<file path="src/rtl/pipelined_fractional_multiplier_if.sv">
// Streaming handshake bundle for the pipelined fractional multiplier:
// operand side (in_*) and result side (out_*).
interface pipelined_fractional_multiplier_if #(
    parameter int A_WIDTH      = 16,
    parameter int B_WIDTH      = 16,
    parameter int OUTPUT_WIDTH = 16
);
    logic                    in_valid;
    logic                    in_ready;
    logic [A_WIDTH-1:0]      a;
    logic [B_WIDTH-1:0]      b;
    logic                    round_mode;
    logic                    out_valid;
    logic                    out_ready;
    logic [OUTPUT_WIDTH-1:0] result;
    logic                    overflow;

    modport master (
        output in_valid, a, b, round_mode, out_ready,
        input  in_ready, out_valid, result, overflow
    );

    modport slave (
        input  in_valid, a, b, round_mode, out_ready,
        output in_ready, out_valid, result, overflow
    );
endinterface

</file>
<file path="src/rtl/pipelined_fractional_multiplier.sv">
// Pipelined fixed-point multiplier: full product in stage 1, pure delay stages,
// then scale/round/saturate in the final stage. Whole pipe stalls on backpressure.
module pipelined_fractional_multiplier #(
    parameter int A_WIDTH            = 16,
    parameter int B_WIDTH            = 16,
    parameter int OUTPUT_WIDTH       = 16,
    parameter int FRAC_BITS_A        = 4,
    parameter int FRAC_BITS_B        = 4,
    parameter int FRAC_BITS_OUT      = 8,
    parameter int ARE_SIGNALS_SIGNED = 1,
    parameter int PIPE_STAGES        = 2
) (
    input logic clk,
    input logic reset,
    pipelined_fractional_multiplier_if.slave bus
);
    localparam int P_WIDTH   = A_WIDTH + B_WIDTH;
    localparam int SHIFT     = FRAC_BITS_A + FRAC_BITS_B - FRAC_BITS_OUT;
    localparam int R_SHIFT   = (SHIFT > 0) ? SHIFT : 0;
    localparam int L_SHIFT   = (SHIFT < 0) ? -SHIFT : 0;
    localparam int ROUND_BIT = (SHIFT > 0) ? SHIFT - 1 : 0;
    // Room for the left shift, the rounding carry and a sign bit in unsigned mode.
    localparam int W_RAW     = P_WIDTH + L_SHIFT + 2;
    localparam int W         = (W_RAW > OUTPUT_WIDTH + 2) ? W_RAW : OUTPUT_WIDTH + 2;
    localparam int LAST      = PIPE_STAGES - 2;

    localparam logic signed [W-1:0] ROUND_CONST = W'(1) << ROUND_BIT;
    localparam logic signed [W-1:0] MAX_V = (ARE_SIGNALS_SIGNED != 0)
        ? (W'(1) << (OUTPUT_WIDTH - 1)) - W'(1)
        : (W'(1) << OUTPUT_WIDTH) - W'(1);
    localparam logic signed [W-1:0] MIN_V = (ARE_SIGNALS_SIGNED != 0)
        ? -(W'(1) << (OUTPUT_WIDTH - 1))
        : '0;

    logic [P_WIDTH-1:0]      p_q [PIPE_STAGES-1];
    logic [P_WIDTH-1:0]      p_d [PIPE_STAGES-1];
    logic [PIPE_STAGES-2:0]  vld_q, vld_d;
    logic [PIPE_STAGES-2:0]  rm_q, rm_d;
    logic                    out_valid_q, out_valid_d;
    logic [OUTPUT_WIDTH-1:0] result_q, result_d;
    logic                    overflow_q, overflow_d;
    logic                    adv;
    logic signed [W-1:0]     ext, rounded, scaled;

    always_comb begin
        adv = bus.out_ready | ~out_valid_q;

        if (ARE_SIGNALS_SIGNED != 0) begin
            p_d[0] = P_WIDTH'($signed(bus.a)) * P_WIDTH'($signed(bus.b));
        end else begin
            p_d[0] = P_WIDTH'(bus.a) * P_WIDTH'(bus.b);
        end
        vld_d[0] = bus.in_valid;
        rm_d[0]  = bus.round_mode;
        for (int unsigned i = 1; i < unsigned'(PIPE_STAGES - 1); i++) begin
            p_d[i]   = p_q[i-1];
            vld_d[i] = vld_q[i-1];
            rm_d[i]  = rm_q[i-1];
        end

        if (ARE_SIGNALS_SIGNED != 0) begin
            ext = W'($signed(p_q[LAST]));
        end else begin
            ext = W'(p_q[LAST]);
        end
        rounded = ((SHIFT > 0) && rm_q[LAST]) ? ext + ROUND_CONST : ext;
        // At most one of the two shifts is non-zero.
        scaled  = (rounded >>> R_SHIFT) <<< L_SHIFT;

        overflow_d = 1'b0;
        result_d   = scaled[OUTPUT_WIDTH-1:0];
        if (scaled > MAX_V) begin
            overflow_d = 1'b1;
            result_d   = MAX_V[OUTPUT_WIDTH-1:0];
        end else if (scaled < MIN_V) begin
            overflow_d = 1'b1;
            result_d   = MIN_V[OUTPUT_WIDTH-1:0];
        end
        out_valid_d = vld_q[LAST];
    end

    always_ff @(posedge clk or negedge reset) begin
        if (!reset) begin
            p_q         <= '{default: '0};
            vld_q       <= '0;
            rm_q        <= '0;
            out_valid_q <= 1'b0;
            result_q    <= '0;
            overflow_q  <= 1'b0;
        end else if (adv) begin
            p_q         <= p_d;
            vld_q       <= vld_d;
            rm_q        <= rm_d;
            out_valid_q <= out_valid_d;
            result_q    <= result_d;
            overflow_q  <= overflow_d;
        end
    end

    assign bus.in_ready  = adv;
    assign bus.out_valid = out_valid_q;
    assign bus.result    = result_q;
    assign bus.overflow  = overflow_q;
endmodule

</file>
<file path="src/flat_wrapper.sv">
// flat-port wrapper written by rule: the top's interface ports become plain ports
module pipelined_fractional_multiplier_flat 
#(
    parameter int A_WIDTH            = 16,
    parameter int B_WIDTH            = 16,
    parameter int OUTPUT_WIDTH       = 16,
    parameter int FRAC_BITS_A        = 4,
    parameter int FRAC_BITS_B        = 4,
    parameter int FRAC_BITS_OUT      = 8,
    parameter int ARE_SIGNALS_SIGNED = 1,
    parameter int PIPE_STAGES        = 2
)
  (clk, reset, bus_in_valid, bus_a, bus_b, bus_round_mode, bus_out_ready, bus_in_ready, bus_out_valid, bus_result, bus_overflow);
  pipelined_fractional_multiplier_if #(.A_WIDTH(A_WIDTH), .B_WIDTH(B_WIDTH), .OUTPUT_WIDTH(OUTPUT_WIDTH)) bus_i ();
  input logic clk;
  input logic reset;
  input wire logic [$bits(bus_i.in_valid)-1:0] bus_in_valid;
  input wire logic [$bits(bus_i.a)-1:0] bus_a;
  input wire logic [$bits(bus_i.b)-1:0] bus_b;
  input wire logic [$bits(bus_i.round_mode)-1:0] bus_round_mode;
  input wire logic [$bits(bus_i.out_ready)-1:0] bus_out_ready;
  output wire logic [$bits(bus_i.in_ready)-1:0] bus_in_ready;
  output wire logic [$bits(bus_i.out_valid)-1:0] bus_out_valid;
  output wire logic [$bits(bus_i.result)-1:0] bus_result;
  output wire logic [$bits(bus_i.overflow)-1:0] bus_overflow;
  assign bus_i.in_valid = bus_in_valid;
  assign bus_i.a = bus_a;
  assign bus_i.b = bus_b;
  assign bus_i.round_mode = bus_round_mode;
  assign bus_i.out_ready = bus_out_ready;
  assign bus_in_ready = bus_i.in_ready;
  assign bus_out_valid = bus_i.out_valid;
  assign bus_result = bus_i.result;
  assign bus_overflow = bus_i.overflow;
  pipelined_fractional_multiplier #(.A_WIDTH(A_WIDTH), .B_WIDTH(B_WIDTH), .OUTPUT_WIDTH(OUTPUT_WIDTH), .FRAC_BITS_A(FRAC_BITS_A), .FRAC_BITS_B(FRAC_BITS_B), .FRAC_BITS_OUT(FRAC_BITS_OUT), .ARE_SIGNALS_SIGNED(ARE_SIGNALS_SIGNED), .PIPE_STAGES(PIPE_STAGES)) u_core (.clk(clk), .reset(reset), .bus(bus_i));
endmodule
</file>
<file path="config.mk">
export PLATFORM = sky130hd
export DESIGN_NAME = pipelined_fractional_multiplier_flat
export DESIGN_NICKNAME = d
export VERILOG_FILES = /design/src/rtl/pipelined_fractional_multiplier_if.sv /design/src/rtl/pipelined_fractional_multiplier.sv /design/src/flat_wrapper.sv
export SDC_FILE = /design/constraint.sdc
export NUM_CORES = 1
export LEC_CHECK = 0
export ABC_AREA = 0
export CORE_MARGIN = 2
export CORE_UTILIZATION = 65
export DETAILED_ROUTE_END_ITERATION = 8
export DONT_BUFFER_PORTS = 1
export PLACE_DENSITY = 0.84
export SLEW_MARGIN = 20
export SYNTH_ARGS = -nofsm -noshare
export SYNTH_HDL_FRONTEND = slang
export SYNTH_SLANG_ARGS = --single-unit
</file>
<file path="constraint.sdc">
create_clock -name clk -period 3.2 [get_ports clk]
set_clock_uncertainty 0.2 [all_clocks]
set_input_delay 0.48 -clock clk [delete_from_list [all_inputs] [get_ports clk]]
set_output_delay 0.48 -clock clk [all_outputs]
set_load 0.02 [all_outputs]
</file>
==> results_dict.tcl <==
set metrics [dict create \
    die_h_um 140.2 \
    vias 9636 \
    grt_pass1_wl_um 50940 \
    yosysUniqueCellTypes 60 \
    drv_cap 0 \
    first_iter_violations 736 \
    worst_pin_slew_ps 507.1 \
    violations "DRC, setup timing" \
    finalNetCount 1793 \
    reg2reg_depth 5 \
    viasPerCell 5.868 \
    synth_edf_count 0 \
    core_area_um2 18090 \
    clk_pin_slew_ps 70 \
    grt_use_total_pct 32.73 \
    maxSlewViolCount 0 \
    finalSetupTns_ps -52350 \
    grt_max_degree 52 \
    worstPathArrival_ps 5700 \
    finalSetupViolations 26 \
    fin_crit_sh_pct 179.1 \
    die_w_um 140.2 \
    finalHoldViolations 0 \
    grt_overflow 0 \
    crit_fanout 16 \
    syn_area_um2 12050 \
    synth_async_sr_flop_share_pct 100.0 \
    start_kind "input pin" \
    antennaDiodeCount 0 \
    rows 49 \
    dp_hpwl_um 23410 \
    clkSinkCount 51 \
    max_freq_ghz 0.1745 \
    critPathKind "in -> reg" \
    synth-seq-area-share_pct 10.59 \
    cp-end-kind "flop" \
    status "complete, but fails checks" \
    worstHoldPathCells 2 \
    synth_nets 1706 \
    synth.largest_area_cell "fa_1" \
    worst_slack_ps -2531 \
    hold_class "in -> reg" \
    synth_commonest_cells "323 x inv_1, 262 x fa_1, 185 x nand2_1, 124 x and2_1, 82 x ha_1" \
    ys.flop_type "dfrtp_1" \
    drive_gt1_share_pct 20.88 \
    ys_seq_elements 51 \
    wirelength_um 32520 \
    crit_required_ps 3170 \
    postRouteAntennaNets 0 \
    dieArea_um2 19650 \
    h-tree-depth 2 \
    yosysTopAreaCellShare_pct 43.51 \
    fillers 1038 \
    yosysMostFrequentCell "inv_1" \
    place.gp.congestion 0.9131 \
    dr.pass1.iters 7 \
    cts-root-buf "clkbuf_16" \
    cts_tree "built" \
    synthToLayoutAreaGrowth_pct 17.88 \
    antenna_found_initial 0 \
    netlist_instances 1325 \
    yosysWarnings 0 \
    drcViolationCount 3 \
    port_buffers 0 \
    wl_per_cell_um 19.81 \
    ios 56 \
    rsz0062_at_grt "true" \
    ys_top_cells_by_area "fa_1 44%, dfrtp_1 11%, inv_1 10%" \
    synth.avg_cell_area_um2 9.097 \
    grt_pass1_vias 11050 \
    fin_crit_ps 5731 \
    maxSlewHeadroom_pct 66.11 \
    clk_latency_ps 300 \
    cts_made_buffers 5 \
    cts_buffer_depth 2 \
    initial_utilization_pct 66.65 \
]
==> final timing paths <==
path,from,to,slack [ps]
worst max-delay path,bus_a[15],u_core.p_q[31]$_DFFE_PN0P_,-2530
worst min-delay path,bus_in_valid,u_core.out_valid_d$_DFFE_PN0P_,100
worst max register to register,u_core.bus.out_valid$_DFFE_PN0P_,u_core.bus.result[1]$_DFFE_PN0P_,1000
worst min register to register,u_core.out_valid_d$_DFFE_PN0P_,u_core.bus.out_valid$_DFFE_PN0P_,260
max in group asynchronous,reset,u_core.bus.out_valid$_DFFE_PN0P_,2080
min in group asynchronous,reset,u_core.bus.result[10]$_DFFE_PN0P_,490
==> metal layers <==
| layer | GRT usage [%] | wire (um) | part of all wire (%) | vias up |
|---|---|---|---|---|
| li1 | - | - | - | 4094 |
| met2 | 62.69 | 17780 | 55 | 453 |
| met1 | 35.44 | 10760 | 33 | 4913 |
| met3 | 3.897 | 1800 | 5.5 | 176 |
| met4 | 16.64 | 2178 | 6.7 | 0 |
| met5 | 0 | 0 | 0 | - |
==> registers in the layout, indices dropped and copies added (netlist names) <==
| name | count |
|---|---|
| u_core.p_q | 32 |
| u_core.bus.out_valid | 1 |
| u_core.out_valid_d | 1 |
| u_core.bus.overflow | 1 |
| u_core.bus.result | 16 |
==> area by class of cell <==
type                       count  area (um^2)  share of cell area, %
clock inverter                 3        26.28                 0.1849
inverter                     324         1222                  8.603
tap                          229        286.5                  2.016
clock buffer                   5        125.1                 0.8805
multi-input combinational    903        10220                  71.91
sequential                    51         1276                  8.981
timing repair buffer         127         1055                  7.423
==> placed cells by master, fill, tap and decap left out, types with 6 or more instances in the layout <==
| cell | instances |
|---|---|
| xnor2_2 | 6 |
| xnor2_1 | 13 |
| o21ai_2 | 7 |
| fa_2 | 13 |
| a21oi_2 | 10 |
| fa_1 | 249 |
| buf_4 | 104 |
| a21o_1 | 11 |
| buf_6 | 21 |
| and2_1 | 107 |
| dfrtp_1 | 51 |
| xor2_1 | 8 |
| nor3_1 | 6 |
| o21ai_0 | 17 |
| ha_4 | 23 |
| o21ai_1 | 12 |
| and2_4 | 17 |
| inv_1 | 296 |
| nand2b_1 | 8 |
| inv_2 | 25 |
| nand2_1 | 176 |
| nor2_1 | 42 |
| nand3_1 | 6 |
| a21oi_1 | 14 |
| ha_1 | 55 |
==> stage by stage <==
stage                     worst slack, ps  util (%)  hold WS (ps)  area, um^2  instances
after floorplan                     -2625         -        -15.59       12590       1325
final                               -2531     78.57         100.0       14210       1642
after global routing                -2685     78.57         137.7       14210       1642
after detailed placement            -2812     73.43        -14.64       13280       1608
after CTS                           -2335     76.76         102.9       13880       1635
after global placement              -2693     73.43        -14.59       13280       1608
==> worst max-delay path: stages <==
cell and delay, ps:
nand2_8 60, inv_4 40, buf_4 120, fa_1 520, inv_1 80, fa_1 450, fa_1 510, inv_1 60
fa_1 520, fa_1 520, inv_1 80, fa_1 550, inv_1 90, ha_4 330, nand3_4 110, o211ai_1 240
buf_4 170, o21bai_4 80, a311oi_4 280, a211oi_2 140, nor3_1 200, a211oi_1 60
==> kinds of logic (layout without fill, tap and decap cells) <==
family | after synthesis | in the layout | synth area share, %
xor gates and xnor gates | 30 | 30 | 2.180
adders and majority gates | 344 | 344 | 52.02
buffers and inverters | 371 | 459 | 11.74
AOI/OAI and AO/OA | 117 | 117 | 6.872
DFF | 51 | 51 | 10.59
and+or+nand+nor | 411 | 411 | 16.51
muxes | 1 | 1 | 0.08304
==> what timing repair did <==
| action | CTS | global route |
|---|---|---|
| buffers inserted | 17 | 10 |
| gates resized for setup | 58 | 71 |
| hold endpoints to repair | 51 | 0 |
| hold buffers | 2 | 0 |
| endpoints found under the setup margin | 27 | 27 |
| gates cloned | 0 | 0 |
| pin swaps | 41 | 49 |
Power is not shown: default switching activity piles up to over one toggle a cycle in this logic, so the estimate is an artifact.
